==> src/rtl/fifo_gray_sync_param_pkg.sv <==
// ---------------------------------------------------------------------------
// fifo_gray_pkg
//   Shared types and helpers for the Gray-pointer FIFO family.
//   - rd_mode_e : read-port flavour (registered read or first-word-fall-through)
//   - bin2gray  : binary -> reflected Gray code
//   - gray2bin  : reflected Gray code -> binary
//   Helpers work on 32-bit values; callers cast to their pointer width.
// ---------------------------------------------------------------------------
package fifo_gray_pkg;

  typedef enum logic {
    RD_REG  = 1'b0,
    RD_FWFT = 1'b1
  } rd_mode_e;

  function automatic logic [31:0] bin2gray(input logic [31:0] b);
    return b ^ (b >> 1);
  endfunction

  // Each binary bit is the XOR of all Gray bits at and above it.
  function automatic logic [31:0] gray2bin(input logic [31:0] g);
    logic [31:0] b;
    b[31] = g[31];
    for (int i = 30; i >= 0; i--) begin
      b[i] = b[i+1] ^ g[i];
    end
    return b;
  endfunction

endpackage

==> src/rtl/fifo_gray_sync_param_if.sv <==
// ---------------------------------------------------------------------------
// fifo_gray_sync_param_if
//   Producer/consumer handshake bundle of the parametrised Gray FIFO.
//   master : drives push/data_in/pop/err_clr, observes data and status
//   slave  : the FIFO itself
//   Status: data_out, data_valid, full, empty, almost_full, almost_empty,
//           level (0..DEPTH), sticky overflow/underflow.
// ---------------------------------------------------------------------------
interface fifo_gray_sync_param_if #(
  parameter int DATA_WIDTH = 8,
  parameter int DEPTH      = 16
);
  localparam int AW = $clog2(DEPTH);

  logic                  push;
  logic [DATA_WIDTH-1:0] data_in;
  logic                  pop;
  logic                  err_clr;
  logic [DATA_WIDTH-1:0] data_out;
  logic                  data_valid;
  logic                  full;
  logic                  empty;
  logic                  almost_full;
  logic                  almost_empty;
  logic [AW:0]           level;
  logic                  overflow;
  logic                  underflow;

  modport master (
    output push, data_in, pop, err_clr,
    input  data_out, data_valid, full, empty, almost_full, almost_empty,
           level, overflow, underflow
  );

  modport slave (
    input  push, data_in, pop, err_clr,
    output data_out, data_valid, full, empty, almost_full, almost_empty,
           level, overflow, underflow
  );
endinterface

==> src/rtl/fifo_gray_sync_param_ptr.sv <==
// ---------------------------------------------------------------------------
// fifo_gray_ptr
//   One FIFO pointer: AW+1-bit binary counter (extra wrap bit) with its Gray
//   image. Used once for the write side and once for the read side.
//   clk, rst : clock / async active-high reset
//   inc      : advance by one this edge
//   bin/gray : registered pointer
//   bin_nxt/gray_nxt : value the pointer takes at the coming edge
// ---------------------------------------------------------------------------
module fifo_gray_ptr
  import fifo_gray_pkg::*;
#(
  parameter int AW = 4
) (
  input  logic        clk,
  input  logic        rst,
  input  logic        inc,
  output logic [AW:0] bin,
  output logic [AW:0] gray,
  output logic [AW:0] bin_nxt,
  output logic [AW:0] gray_nxt
);
  localparam int PW = AW + 1;

  // Next-state pointer; wraps naturally modulo 2*DEPTH.
  always_comb begin
    bin_nxt  = bin + {{AW{1'b0}}, inc};
    gray_nxt = PW'(bin2gray(32'(bin_nxt)));
  end

  // Pointer register.
  always_ff @(posedge clk or posedge rst) begin
    if (rst) begin
      bin  <= '0;
      gray <= '0;
    end else begin
      bin  <= bin_nxt;
      gray <= gray_nxt;
    end
  end
endmodule

==> src/rtl/fifo_gray_sync_param.sv <==
// ---------------------------------------------------------------------------
// fifo_gray_sync_param
//   Single-clock FIFO with Gray-coded read/write pointers, selectable read
//   mode (FWFT=0 registered, FWFT=1 first-word-fall-through), programmable
//   almost-full/almost-empty thresholds, occupancy level and sticky
//   overflow/underflow errors (cleared by err_clr).
//   clk : clock, rst : async active-high reset
//   bus : fifo_gray_sync_param_if.slave (push/data_in/pop/err_clr in,
//         data and status out)
// ---------------------------------------------------------------------------
module fifo_gray_sync_param
  import fifo_gray_pkg::*;
#(
  parameter int DATA_WIDTH = 8,
  parameter int DEPTH      = 16,
  parameter int FWFT       = 0,
  parameter int AFULL_TH   = 14,
  parameter int AEMPTY_TH  = 2
) (
  input  logic                   clk,
  input  logic                   rst,
  fifo_gray_sync_param_if.slave  bus
);
  localparam int       AW        = $clog2(DEPTH);
  localparam rd_mode_e RD_MODE   = (FWFT != 0) ? RD_FWFT : RD_REG;
  localparam logic [AW:0] AFULL_LV  = AFULL_TH[AW:0];
  localparam logic [AW:0] AEMPTY_LV = AEMPTY_TH[AW:0];

  logic [DATA_WIDTH-1:0] mem_r [DEPTH];

  logic [AW:0] wbin_s, wgray_s, wbin_nxt_s, wgray_nxt_s;
  logic [AW:0] rbin_s, rgray_s, rbin_nxt_s, rgray_nxt_s;
  logic [AW:0] level_nxt_s;
  logic        push_ok_s, pop_ok_s;
  logic        full_r, empty_r, afull_r, aempty_r, ovf_r, udf_r;
  logic [AW:0] level_r;
  logic        unused_s;

  // Accepts use the flags as they stood before the edge.
  assign push_ok_s   = bus.push & ~full_r;
  assign pop_ok_s    = bus.pop & ~empty_r;
  assign level_nxt_s = wbin_nxt_s - rbin_nxt_s;

  fifo_gray_ptr #(.AW(AW)) u_wptr (
    .clk      (clk),
    .rst      (rst),
    .inc      (push_ok_s),
    .bin      (wbin_s),
    .gray     (wgray_s),
    .bin_nxt  (wbin_nxt_s),
    .gray_nxt (wgray_nxt_s)
  );

  fifo_gray_ptr #(.AW(AW)) u_rptr (
    .clk      (clk),
    .rst      (rst),
    .inc      (pop_ok_s),
    .bin      (rbin_s),
    .gray     (rgray_s),
    .bin_nxt  (rbin_nxt_s),
    .gray_nxt (rgray_nxt_s)
  );

  // The registered Gray pointers and wrap bits are not consumed in the
  // single-clock build; they are what the dual-clock variant synchronises.
  assign unused_s = ^{wgray_s, rgray_s, wbin_s[AW], rbin_s[AW]};

  // Storage array; contents deliberately not reset.
  always_ff @(posedge clk) begin
    if (push_ok_s) begin
      mem_r[wbin_s[AW-1:0]] <= bus.data_in;
    end
  end

  // Status flags registered from the next-state pointers.
  // Full: top two Gray bits inverted, the rest equal (one lap ahead).
  always_ff @(posedge clk or posedge rst) begin
    if (rst) begin
      full_r   <= 1'b0;
      empty_r  <= 1'b1;
      level_r  <= '0;
      afull_r  <= 1'b0;
      aempty_r <= 1'b1;
    end else begin
      full_r   <= (wgray_nxt_s == {~rgray_nxt_s[AW:AW-1], rgray_nxt_s[AW-2:0]});
      empty_r  <= (wgray_nxt_s == rgray_nxt_s);
      level_r  <= level_nxt_s;
      afull_r  <= (level_nxt_s >= AFULL_LV);
      aempty_r <= (level_nxt_s <= AEMPTY_LV);
    end
  end

  // Sticky error flags; a clear outranks a new error in the same cycle.
  always_ff @(posedge clk or posedge rst) begin
    if (rst) begin
      ovf_r <= 1'b0;
      udf_r <= 1'b0;
    end else if (bus.err_clr) begin
      ovf_r <= 1'b0;
      udf_r <= 1'b0;
    end else begin
      ovf_r <= ovf_r | (bus.push & full_r);
      udf_r <= udf_r | (bus.pop & empty_r);
    end
  end

  assign bus.full         = full_r;
  assign bus.empty        = empty_r;
  assign bus.level        = level_r;
  assign bus.almost_full  = afull_r;
  assign bus.almost_empty = aempty_r;
  assign bus.overflow     = ovf_r;
  assign bus.underflow    = udf_r;

  generate
    if (RD_MODE == RD_REG) begin : g_rd_reg
      logic [DATA_WIDTH-1:0] dout_r;
      logic                  dv_r;

      // Registered read: data_out updates on an accepted pop, valid pulses once.
      always_ff @(posedge clk or posedge rst) begin
        if (rst) begin
          dout_r <= '0;
          dv_r   <= 1'b0;
        end else begin
          dv_r <= pop_ok_s;
          if (pop_ok_s) begin
            dout_r <= mem_r[rbin_s[AW-1:0]];
          end
        end
      end

      assign bus.data_out   = dout_r;
      assign bus.data_valid = dv_r;
    end else begin : g_rd_fwft
      // Head word is always presented; a pop just moves to the next one.
      assign bus.data_out   = mem_r[rbin_s[AW-1:0]];
      assign bus.data_valid = ~empty_r;
    end
  endgenerate
endmodule
==> src/flat_wrapper.sv <==
// flat-port wrapper written by rule: the top's interface ports become plain ports
module fifo_gray_sync_param_flat import fifo_gray_pkg::*;
#(
  parameter int DATA_WIDTH = 8,
  parameter int DEPTH      = 16,
  parameter int FWFT       = 0,
  parameter int AFULL_TH   = 14,
  parameter int AEMPTY_TH  = 2
)
  (clk, rst, bus_push, bus_data_in, bus_pop, bus_err_clr, bus_data_out, bus_data_valid, bus_full, bus_empty, bus_almost_full, bus_almost_empty, bus_level, bus_overflow, bus_underflow);
  fifo_gray_sync_param_if #(.DATA_WIDTH(DATA_WIDTH), .DEPTH(DEPTH)) bus_i ();
  input  logic clk;
  input  logic rst;
  input wire logic [$bits(bus_i.push)-1:0] bus_push;
  input wire logic [$bits(bus_i.data_in)-1:0] bus_data_in;
  input wire logic [$bits(bus_i.pop)-1:0] bus_pop;
  input wire logic [$bits(bus_i.err_clr)-1:0] bus_err_clr;
  output wire logic [$bits(bus_i.data_out)-1:0] bus_data_out;
  output wire logic [$bits(bus_i.data_valid)-1:0] bus_data_valid;
  output wire logic [$bits(bus_i.full)-1:0] bus_full;
  output wire logic [$bits(bus_i.empty)-1:0] bus_empty;
  output wire logic [$bits(bus_i.almost_full)-1:0] bus_almost_full;
  output wire logic [$bits(bus_i.almost_empty)-1:0] bus_almost_empty;
  output wire logic [$bits(bus_i.level)-1:0] bus_level;
  output wire logic [$bits(bus_i.overflow)-1:0] bus_overflow;
  output wire logic [$bits(bus_i.underflow)-1:0] bus_underflow;
  assign bus_i.push = bus_push;
  assign bus_i.data_in = bus_data_in;
  assign bus_i.pop = bus_pop;
  assign bus_i.err_clr = bus_err_clr;
  assign bus_data_out = bus_i.data_out;
  assign bus_data_valid = bus_i.data_valid;
  assign bus_full = bus_i.full;
  assign bus_empty = bus_i.empty;
  assign bus_almost_full = bus_i.almost_full;
  assign bus_almost_empty = bus_i.almost_empty;
  assign bus_level = bus_i.level;
  assign bus_overflow = bus_i.overflow;
  assign bus_underflow = bus_i.underflow;
  fifo_gray_sync_param #(.DATA_WIDTH(DATA_WIDTH), .DEPTH(DEPTH), .FWFT(FWFT), .AFULL_TH(AFULL_TH), .AEMPTY_TH(AEMPTY_TH)) u_core (.clk(clk), .rst(rst), .bus(bus_i));
endmodule
==> config.mk <==
export PLATFORM = sky130hd
export DESIGN_NAME = fifo_gray_sync_param_flat
export DESIGN_NICKNAME = d
export VERILOG_FILES = /design/src/rtl/fifo_gray_sync_param_pkg.sv /design/src/rtl/fifo_gray_sync_param_if.sv /design/src/rtl/fifo_gray_sync_param_ptr.sv /design/src/rtl/fifo_gray_sync_param.sv /design/src/flat_wrapper.sv
export SDC_FILE = /design/constraint.sdc
export NUM_CORES = 1
export LEC_CHECK = 0
export BUFFER_PORTS_ARGS = -buffer_cell sky130_fd_sc_hd__buf_2
export CELL_PAD_IN_SITES_DETAIL_PLACEMENT = 1
export CELL_PAD_IN_SITES_GLOBAL_PLACEMENT = 2
export CORE_AREA = 2 2 106 159
export DETAILED_ROUTE_END_ITERATION = 12
export DIE_AREA = 0 0 108 161
export PLACE_DENSITY_LB_ADDON = 0.3
export SLEW_MARGIN = 20
export SYNTH_ARGS = -nofsm -noshare
export SYNTH_HDL_FRONTEND = slang
export SYNTH_SLANG_ARGS = --single-unit
export TNS_END_PERCENT = 20
==> constraint.sdc <==
create_clock -name clk -period 3.62 [get_ports clk]
set_input_delay 0.724 -clock clk [delete_from_list [all_inputs] [get_ports clk]]
set_output_delay 0.724 -clock clk [all_outputs]
set_load 0.1 [all_outputs]
==> reports/summary.md <==
• Std-Cell Rows: 57
• Comb power frac: 0.405
• post-synthesis net count: 335
• Internal Pwr Total: 4.454 mW
• final estimated routing congestion in global placement: 0.7389
• overflow left after global routing: 0
• floorplan die height: 161 um
• Clk network pwr share: 0.255
• capturing point of the worst reg2reg path: u_core.bus.almost_empty
• CTS Root Cell: sky130_fd_sc_hd__clkbuf_16
• sequential fraction of design power: 0.340
• share of flip-flops with an asynchronous set or reset after synthesis: 0.1899
• Tot GR Track Use: 0.1670
• vias per cell: 5.144
• maximum clock insertion buffer count: 2
• fillcell total: 1537
• number of design rule violations left after detail routing: 0
• CP Launch Type: input port
• number of maximum-capacitance constraint violations: 0
• Worst R2R Setup Slack: 0.97 ns
• Reg2Reg Launch Point: u_core.bus.full
• clock tree from TritonCTS: yes
• most used flip-flop cell after synthesis: sky130_fd_sc_hd__edfxtp_1
• synthesis warning total: 0
• cell accounting for the most synthesized area: sky130_fd_sc_hd__edfxtp_1
• ranking of synthesized cells by instance count: sky130_fd_sc_hd__edfxtp_1, sky130_fd_sc_hd__mux4_2, sky130_fd_sc_hd__dfrtp_1
• first-pass GRT wire length: 20460 um
• Max Slew Vio Count: 0
• total half-perimeter wirelength after legalization and detailed placement: 8883 um
• remaining antenna violation count: 0
• endpoint kind of the worst setup timing path: flop
• RSZ-0062 raised after global routing: no
• Post-CTS Setup Bufs: 0
• post-synthesis area per instance: 19.90 um2
• total die area: 17390 um2
• maximum number of pins on one net before global-route repair: 31
• cell types occupying the most area after synthesis: sky130_fd_sc_hd__edfxtp_1, sky130_fd_sc_hd__mux4_2, sky130_fd_sc_hd__dfrtp_1
• status: finished, final reports clean
• number of hold-slack violations in the final timing report: 0
• post-synthesis instance area: 6250 um2
• vias post-DR: 3040
• switching power as a share of total power: 0.3942
• starting DRC count in detailed routing: 180
• n_diodes: 0
• arrival time at the worst endpoint: 2.97 ns
• TritonCTS buffer count: 17
• Pre-antenna DRT Iters: 4
• hold-fix buffers at CTS: 0
• worst-margin pin slew: 0.8926 ns
• flip-flop and latch count after synthesis: 158
• reg2reg path depth: 9
• path category of the worst min-delay check: input port to async pin
• portion of the post-synthesis area used by sequential elements: 0.7355
• die extent in x: 108 um
• total leakage power: 2.623 nW
• Total Wirelength: 13250 um
• Worst Clk Skew: 0.009010 ns
• core region area: 16050 um2
• cells resized by post-CTS repair: 0
• Post-synth EDFFs: 128
• buffers added on ports: 32
• worst-path fanout max: 5
• critical path class: input port to flop
• share of the synthesized area in the top cell type: 0.6150
• Max IR drop VDD: 543.8 uV
• Period Utilization, post-route: 0.7335
• Net Sw Power: 2.898 mW
• number of H-tree levels: 4
• starting density of the core: 0.3895
• Max Clock Freq: 376.6 MHz
• Area growth syn-to-layout: 17.84%
• I/O pin count: 33
• antenna violations before repair: 0
• Worst slew margin: 0.4027
• clock latency at the later pin of the worst-skew pair: 0.42 ns
• Nets: 393
• count of different cell masters after synthesis: 36
• Clock Pin Slew Worst Setup and Hold Paths: 0.07 ns
• worst path required time: 3.93 ns
• Wirelength per Cell: 22.41 um
• post-placement cell area: 6744 um2
• number of failing setup endpoints in the final timing report: 0
• accumulated negative setup slack: 0 ns
• synthesized instance count: 314
• sink count of the clock tree: 158
• proportion of layout cells with a drive suffix above 1: 0.3455
• number of global-route vias before repair: 3412
• most common cell in the netlist: sky130_fd_sc_hd__edfxtp_1
• final design instance area without fill: 7365 um2
• clock period minus worst slack: 2.655 ns
• areal power density over the cells: 998.4 nW/um2
flip-flops by register name, indices dropped and copies added (netlist names):
signal,flops
u_core.bus.data_valid,1
u_core.bus.data_out,8
u_core.bus.almost_empty,1
u_core.mem_r,128
u_core.bus.empty,1
u_core.bus.full,1
u_core.bus.level,5
u_core.u_rptr.bin,5
u_core.bus.underflow,1
u_core.bus.almost_full,1
u_core.u_wptr.bin,5
u_core.bus.overflow,1
cells in the final DEF (no fill, tap or decap), types with 9 or more instances in the layout:
master	synthesis	routed
sky130_fd_sc_hd__buf_2	3	32
sky130_fd_sc_hd__buf_4	3	19
sky130_fd_sc_hd__clkbuf_16	0	17
sky130_fd_sc_hd__dfrtp_1	28	27
sky130_fd_sc_hd__edfxtp_1	128	128
sky130_fd_sc_hd__inv_1	10	10
sky130_fd_sc_hd__mux4_2	32	32
sky130_fd_sc_hd__nor2_1	14	14
sky130_fd_sc_hd__o21ai_1	9	9
logic make-up after synthesis:
group	share of synthesized area
mux	0.1425
fa+ha+maj	0.01722
simple gates	0.03263
buf+inv	0.01682
xor+xnor	0.03003
compound gates	0.02523
flops	0.7355
final cells by class:
type	count	area (um2)	area share
repair buffers	51	302.8	0.04111
flip-flops and latches	158	4598	0.6244
clock buffers	18	429.2	0.05827
multi-input cells	134	1548	0.2102
clock inverters	14	191.4	0.02599
inverters	10	37.54	0.005097
well taps	206	257.7	0.03500
routing by layer:
| metal | share of wire | GRT usage |
|---|---|---|
| met1 | 0.39 | 0.1949 |
| met2 | 0.56 | 0.3030 |
| met3 | 0.038 | 0.03834 |
| met4 | 0.013 | 0.04895 |
| met5 | 0 | 0 |
power by group through the flow:
stage	sequential, mW	combinational, mW	clock (mW)
final	2.50	2.98	1.88
after global routing	2.53	3.21	1.97
after CTS	2.50	3.05	1.91
after detailed placement	2.54	3.04	0
after global placement	2.52	2.97	0
after floorplan	3.19	1.68	0
stage by stage:
step	instances	power, mW	hold slack, ns	util	setup WS, ns
after global routing	591	7.715	0.4085	0.4589	0.7401
after floorplan	314	4.868	0.4618	-	0.6336
after global placement	559	5.492	0.4797	0.4203	0.6625
after CTS	591	7.466	0.3814	0.4589	0.9420
final	591	7.352	0.3787	0.4589	0.9648
after detailed placement	559	5.576	0.4829	0.4203	0.5439
critical path, cell delays in order:
cell	delay, ns
sky130_fd_sc_hd__buf_2	0.09
sky130_fd_sc_hd__nor2b_1	0.30
sky130_fd_sc_hd__ha_1	0.24
sky130_fd_sc_hd__nand3_1	0.10
sky130_fd_sc_hd__xnor2_1	0.39
sky130_fd_sc_hd__ha_1	0.36
sky130_fd_sc_hd__a21oi_1	0.16
sky130_fd_sc_hd__o21ai_1	0.09
sky130_fd_sc_hd__xor2_1	0.18
sky130_fd_sc_hd__a2111oi_2	0.31
worst max-delay path by stage:
stage	startpoint	end	slack [ns]	cells past startpoint
floorplan	u_core.bus.empty	u_core.bus.almost_empty	0.63	12
global placement	bus_push	u_core.bus.almost_empty	0.66	10
detailed placement	bus_push	u_core.bus.almost_empty	0.54	10
CTS	u_core.bus.empty	u_core.bus.almost_empty	0.94	11
global route	u_core.bus.full	u_core.bus.almost_empty	0.74	9
finish	bus_push	u_core.bus.almost_empty	0.96	10
No activity file was read; power rests on OpenSTA's default activity.
